`src/rtl/mem_port_arbiter.sv`:
```
// Shares one external memory port between instruction fetch and load/store traffic.
// Data wins arbitration unless fetch has been passed over STARVE_LIMIT times in a row.
module mem_port_arbiter #(
    parameter int unsigned STARVE_LIMIT = 4,
    parameter int unsigned TIMEOUT_CYC  = 255
) (
    input  logic        clk,
    input  logic        reset,
    input  logic        i_req,
    input  logic [31:0] i_addr,
    output logic [31:0] i_rdata,
    output logic        i_ack,
    input  logic        d_req,
    input  logic        d_we,
    input  logic [31:0] d_addr,
    input  logic [31:0] d_wdata,
    input  logic [3:0]  d_wmask,
    output logic [31:0] d_rdata,
    output logic        d_ack,
    output logic        mem_valid,
    output logic        mem_we,
    output logic [31:0] mem_addr,
    output logic [31:0] mem_wdata,
    output logic [3:0]  mem_wmask,
    input  logic        mem_ready,
    input  logic [31:0] mem_rdata,
    output logic        busy,
    output logic        timeout_err
);

    localparam int unsigned StarveW = (STARVE_LIMIT < 1) ? 1 : $clog2(STARVE_LIMIT + 1);
    localparam int unsigned WaitW   = (TIMEOUT_CYC < 1) ? 1 : $clog2(TIMEOUT_CYC + 1);
    localparam logic [StarveW-1:0] StarveMax = StarveW'(STARVE_LIMIT);
    localparam logic [WaitW-1:0]   WaitLast  = WaitW'(TIMEOUT_CYC - 1);
    localparam bit                 TimeoutEn = (TIMEOUT_CYC != 0);

    typedef enum logic [2:0] {
        StIdle,
        StBusyD,
        StBusyI,
        StRespD,
        StRespI
    } state_e;

    state_e             state_q, state_d;
    logic [StarveW-1:0] starve_cnt_q, starve_cnt_d;
    logic [WaitW-1:0]   wait_cnt_q, wait_cnt_d;
    logic               timeout_err_q, timeout_err_d;
    logic               mem_we_q, mem_we_d;
    logic [31:0]        mem_addr_q, mem_addr_d;
    logic [31:0]        mem_wdata_q, mem_wdata_d;
    logic [3:0]         mem_wmask_q, mem_wmask_d;
    logic [31:0]        d_rdata_q, d_rdata_d;
    logic [31:0]        i_rdata_q, i_rdata_d;

    logic starved;
    logic d_wins;
    logic timeout_hit;

    always_comb begin
        starved     = i_req && (starve_cnt_q == StarveMax);
        d_wins      = d_req && !starved;
        timeout_hit = TimeoutEn && (wait_cnt_q == WaitLast) && !mem_ready;
    end

    always_comb begin
        state_d       = state_q;
        starve_cnt_d  = starve_cnt_q;
        wait_cnt_d    = wait_cnt_q;
        timeout_err_d = timeout_err_q;
        mem_we_d      = mem_we_q;
        mem_addr_d    = mem_addr_q;
        mem_wdata_d   = mem_wdata_q;
        mem_wmask_d   = mem_wmask_q;
        d_rdata_d     = d_rdata_q;
        i_rdata_d     = i_rdata_q;

        unique case (state_q)
            StIdle: begin
                if (!i_req) begin
                    starve_cnt_d = '0;
                end
                if (d_wins) begin
                    state_d     = StBusyD;
                    wait_cnt_d  = '0;
                    mem_addr_d  = d_addr;
                    mem_we_d    = d_we;
                    mem_wdata_d = d_wdata;
                    mem_wmask_d = d_we ? d_wmask : 4'b0000;
                    // Only count data grants that actually made fetch wait.
                    if (i_req && (starve_cnt_q != StarveMax)) begin
                        starve_cnt_d = starve_cnt_q + 1'b1;
                    end
                end else if (i_req) begin
                    state_d      = StBusyI;
                    wait_cnt_d   = '0;
                    mem_addr_d   = i_addr;
                    mem_we_d     = 1'b0;
                    mem_wdata_d  = '0;
                    mem_wmask_d  = 4'b0000;
                    starve_cnt_d = '0;
                end
            end

            StBusyD: begin
                wait_cnt_d = wait_cnt_q + 1'b1;
                // Stores leave d_rdata alone; it only ever carries load data.
                if (mem_ready) begin
                    state_d = StRespD;
                    if (!mem_we_q) begin
                        d_rdata_d = mem_rdata;
                    end
                end else if (timeout_hit) begin
                    state_d       = StRespD;
                    timeout_err_d = 1'b1;
                    if (!mem_we_q) begin
                        d_rdata_d = '0;
                    end
                end
            end

            StBusyI: begin
                wait_cnt_d = wait_cnt_q + 1'b1;
                if (mem_ready) begin
                    state_d   = StRespI;
                    i_rdata_d = mem_rdata;
                end else if (timeout_hit) begin
                    state_d       = StRespI;
                    timeout_err_d = 1'b1;
                    i_rdata_d     = '0;
                end
            end

            StRespD, StRespI: begin
                state_d = StIdle;
            end

            default: begin
                state_d = StIdle;
            end
        endcase
    end

    always_ff @(posedge clk or negedge reset) begin
        if (!reset) begin
            state_q       <= StIdle;
            starve_cnt_q  <= '0;
            wait_cnt_q    <= '0;
            timeout_err_q <= 1'b0;
            mem_we_q      <= 1'b0;
            mem_addr_q    <= '0;
            mem_wdata_q   <= '0;
            mem_wmask_q   <= '0;
            d_rdata_q     <= '0;
            i_rdata_q     <= '0;
        end else begin
            state_q       <= state_d;
            starve_cnt_q  <= starve_cnt_d;
            wait_cnt_q    <= wait_cnt_d;
            timeout_err_q <= timeout_err_d;
            mem_we_q      <= mem_we_d;
            mem_addr_q    <= mem_addr_d;
            mem_wdata_q   <= mem_wdata_d;
            mem_wmask_q   <= mem_wmask_d;
            d_rdata_q     <= d_rdata_d;
            i_rdata_q     <= i_rdata_d;
        end
    end

    // Handshake outputs decode straight from state so reset removes them immediately.
    assign mem_valid   = (state_q == StBusyD) || (state_q == StBusyI);
    assign d_ack       = (state_q == StRespD);
    assign i_ack       = (state_q == StRespI);
    assign busy        = (state_q != StIdle);
    assign mem_we      = mem_we_q;
    assign mem_addr    = mem_addr_q;
    assign mem_wdata   = mem_wdata_q;
    assign mem_wmask   = mem_wmask_q;
    assign d_rdata     = d_rdata_q;
    assign i_rdata     = i_rdata_q;
    assign timeout_err = timeout_err_q;

endmodule

```
`config.mk`:
```
export PLATFORM = sky130hd
export DESIGN_NAME = mem_port_arbiter
export DESIGN_NICKNAME = d
export VERILOG_FILES = /design/src/rtl/mem_port_arbiter.sv
export SDC_FILE = /design/constraint.sdc
export NUM_CORES = 1
export LEC_CHECK = 0
export ABC_AREA = 1
export CORE_UTILIZATION = 43
export DETAILED_ROUTE_END_ITERATION = 10
export PLACE_DENSITY = 0.81
export SYNTH_ARGS = -nofsm -noshare
export SYNTH_HDL_FRONTEND = slang
export SYNTH_SLANG_ARGS = --single-unit
```
`constraint.sdc`:
```
create_clock -name clk -period 1.7 [get_ports clk]
set_input_delay 0.255 -clock clk [delete_from_list [all_inputs] [get_ports clk]]
set_output_delay 0.255 -clock clk [all_outputs]
set_load 0.03 [all_outputs]
```
==> key figures <==
Synthesis
  – Syn. warnings: 0
  – Synth Instances: about 820
  – Syn avg cell area: 8.21 um^2
  – #FFs+latches synth: around 150
  – Post-synthesis instance area: roughly 6700 um^2
  – Syn nets: between 900 and 1000
  – Synth cell types: 27
  – Register area share after synthesis: 0.550

GRT
  – GR Util All Layers: 0.254
  – First-pass GRT wire length: 31.4 mm
  – Initial antenna violation count: 0
  – Vias in the first global route: 6284
  – Largest net degree at the start of global routing: between 40 and 50
  – Gr ovfl total: 0

Drt
  – Antenna-violating nets left: 0
  – Vias: roughly 6400
  – DRT iter0 DRCs: 444
  – DRC Markers: 0
  – Post-Route WL: a little under 20 mm
  – Wire length per cell: 14.7 um
  – Vias per std cell: 4.79
  – Initial DRT Pass Iterations: 7

STA
  – Min Tclk post-route: 1.64 ns
  – Min Hold Slack: between 0.2 and 0.3 ns
  – Hold Vio Cnt, Final: 0
  – Rel. slew slack: 0.749
  – Post-route clock skew: between 0.007 and 0.008 ns
  – Final setup fails: 0
  – Actual slew at the worst max-slew pin: 0.376 ns
  – Unrepaired setup endpoints after global routing: no
  – Final setup margin: between 0.05 and 0.06 ns
  – Fmax: about 610 MHz
  – Final Cycle Share: 0.966
  – Max-slew violations: 0
  – Fin Setup TNS: 0 ns

Min path
  – Worst hold-check path type: input pin to asynchronous set/reset pin

Status
  – Status: finished, final reports clean

Die
  – Die X: around 130 um
  – Initial Util: 0.441
  – Die height: ~130 um
  – Row cnt: 45
  – Core area: approximately 15000 um^2
  – Die Area: between 15000 and 20000 um^2
  – Ports: 276

Power and ir drop
  – Leakage: 0.00583 uW
  – VDD IR-drop max: a little under 1 mV
  – Power Dens Cells: between 1500 and 2000 nW/um^2
  – Psw: a little over 8000 uW
  – Logic pwr share: 0.479
  – Sw frac: 0.442
  – Clk pwr share: 0.212
  – Sequential power share: 0.309
  – Cell-internal power: roughly 10000 uW

Layout
  – Most frequent cells in the layout: nand2_1, dfrtp_1, clkdlybuf4s50_1
  – Fill cells: approximately 1300
  – Antenna fix cells: 0
  – NumNets Final: roughly 1200
  – Final Cell Area: 10300 um^2
  – Fraction of layout cells with a size suffix above 1: 0.0778
  – Area grow syn2layout: 52.8%
  – Commonest non-fill, non-tap cell in the layout: nand2_1

Place
  – Final HPWL DP: around 14 mm
  – Setup slack after placement: ~0.039 ns
  – GPL Wtd Cong: between 0.8 and 0.9
  – Placed cell area: 9730 um^2
  – I/O Buffers: about 280

Worst setup path
  – Slowest cell on the critical path: dfrtp_1
  – Crit path buf inv count: 2
  – Crit Path Max Fanout: 5
  – WP data arrival: ~1.4 ns
  – Family with the most delay on the worst path: buffers and inverters
  – Crit path kind: flop to output port
  – Critical Path, Cell by Cell: inv_2, nand3_4, clkdlybuf4s15_2
  – Worst Setup End Kind: output port
  – CP startpoint kind: flop
  – Delay of the slowest critical-path stage: between 0.4 and 0.5 ns
  – Worst EP required: 1.44 ns

CTS
  – Inserted Clock Buffers: 17
  – H-tree depth: 4
  – CTS tree: done
  – Clk slew on worst S/H paths: approximately 0.060 ns
  – Clock Tree Buf Depth: 2
  – Clock sinks: around 150
  – Clk root buf: clkbuf_16
  – Skew-Pair Late Insertion Delay: approximately 0.43 ns

Job
  – Number of max-cap violations: 0
## sequential cells by signal, indices dropped and copies added, names as in the netlist
register	cells
d_rdata	32
timeout_err	1
mem_wmask	4
mem_addr	32
wait_cnt_q	8
mem_we	1
i_rdata	32
mem_wdata	32
state_q	3
starve_cnt_q	3
## routing by layer
metal	part of all wire	vias to the layer above	wire, um	GRT usage
li1	-	3097	-	-
met4	0.050	0	971	0.155
met5	0	-	0	0
met1	0.41	2963	8030	0.312
met3	0.062	68	1200	0.0637
met2	0.48	240	9280	0.405
## final cells by class
type,instances,area (um^2),share of cell area
clock inverter,12,179,0.0174
inverter,84,315,0.0306
tap,211,264,0.0256
sequential,148,3700,0.360
clock buffer,20,447,0.0434
multi-input combinational,548,2440,0.237
timing repair buffer,306,2950,0.286
## Yosys cell counts
cell,n,area [um^2]
buf_4,13,97.6
nor3_4,1,16.3
nand3_1,52,260
a21oi_2,1,8.76
nor2_2,1,6.26
xor2_1,1,8.76
nand2_1,422,1580
ha_1,4,50.1
nand3_4,1,17.5
nand4_1,2,12.5
a21oi_1,3,15.0
nand2_4,3,33.8
buf_6,14,158
nor2_1,7,26.3
inv_1,80,300
inv_2,4,15.0
nor2_4,2,22.5
clkbuf_1,4,15.0
dfrtp_1,148,3700
o21ai_0,6,30.0
o21bai_1,1,7.51
buf_2,10,50.1
nand2_2,5,31.3
nor3_1,2,10.0
o211ai_1,32,240
nand3_2,1,10.0
or2_0,1,6.26
## what timing repair did
action	in CTS	in global routing
pin swaps	1	4
resized for setup	141	15
endpoints found under the setup margin	132	59
endpoints found under the hold margin	25	0
buffers inserted	1	4
hold buffers	1	0
## path summary, 6_finish.rpt
path,startpoint,endpoint,slack [ns],cells after the start
worst max-delay path,state_q[1]$_DFFE_PN0P_,busy,0.06,3
worst min-delay path,reset,i_rdata[14]$_DFFE_PN0P_,0.28,2
worst max register to register,wait_cnt_q[0]$_DFFE_PN0P_,i_rdata[18]$_DFFE_PN0P_,0.14,10
worst min register to register,i_rdata[13]$_DFFE_PN0P_,i_rdata[13]$_DFFE_PN0P_,0.46,2
max in group asynchronous,reset,mem_wdata[12]$_DFFE_PN0P_,0.74,3
min in group clk,d_wdata[7],mem_wdata[7]$_DFFE_PN0P_,0.36,3
## power groups by stage
stage / sequential (uW) / combinational [uW] / clock [uW]
4_1_cts: 5830 / 9070 / 4030
6_report: 5820 / 9010 / 3980
5_1_grt: 5990 / 9750 / 4200
2_1_floorplan: 8500 / 3070 / 0
3_3_place_gp: 5870 / 9740 / 0
3_5_place_dp: 5870 / 9910 / 0
## stage by stage
stage               instances   util  total power [uW]
floorplan                 821      -             11600
global placement         1291  0.638             15600
detailed placement       1291  0.638             15800
CTS                      1325  0.671             18900
global route             1329  0.675             19900
finish                   1329  0.675             18800
## kinds of logic after synthesis
logic type | after synthesis | share of synthesized area
adders and majority gates | 4 | 0.00743
xor gates and xnor gates | 1 | 0.00130
AOI/OAI and AO/OA | 43 | 0.0448
buffers and inverters | 125 | 0.0944
DFF | 148 | 0.550
and+or+nand+nor | 500 | 0.302
Note: power is estimated with default switching activity, not from simulation.
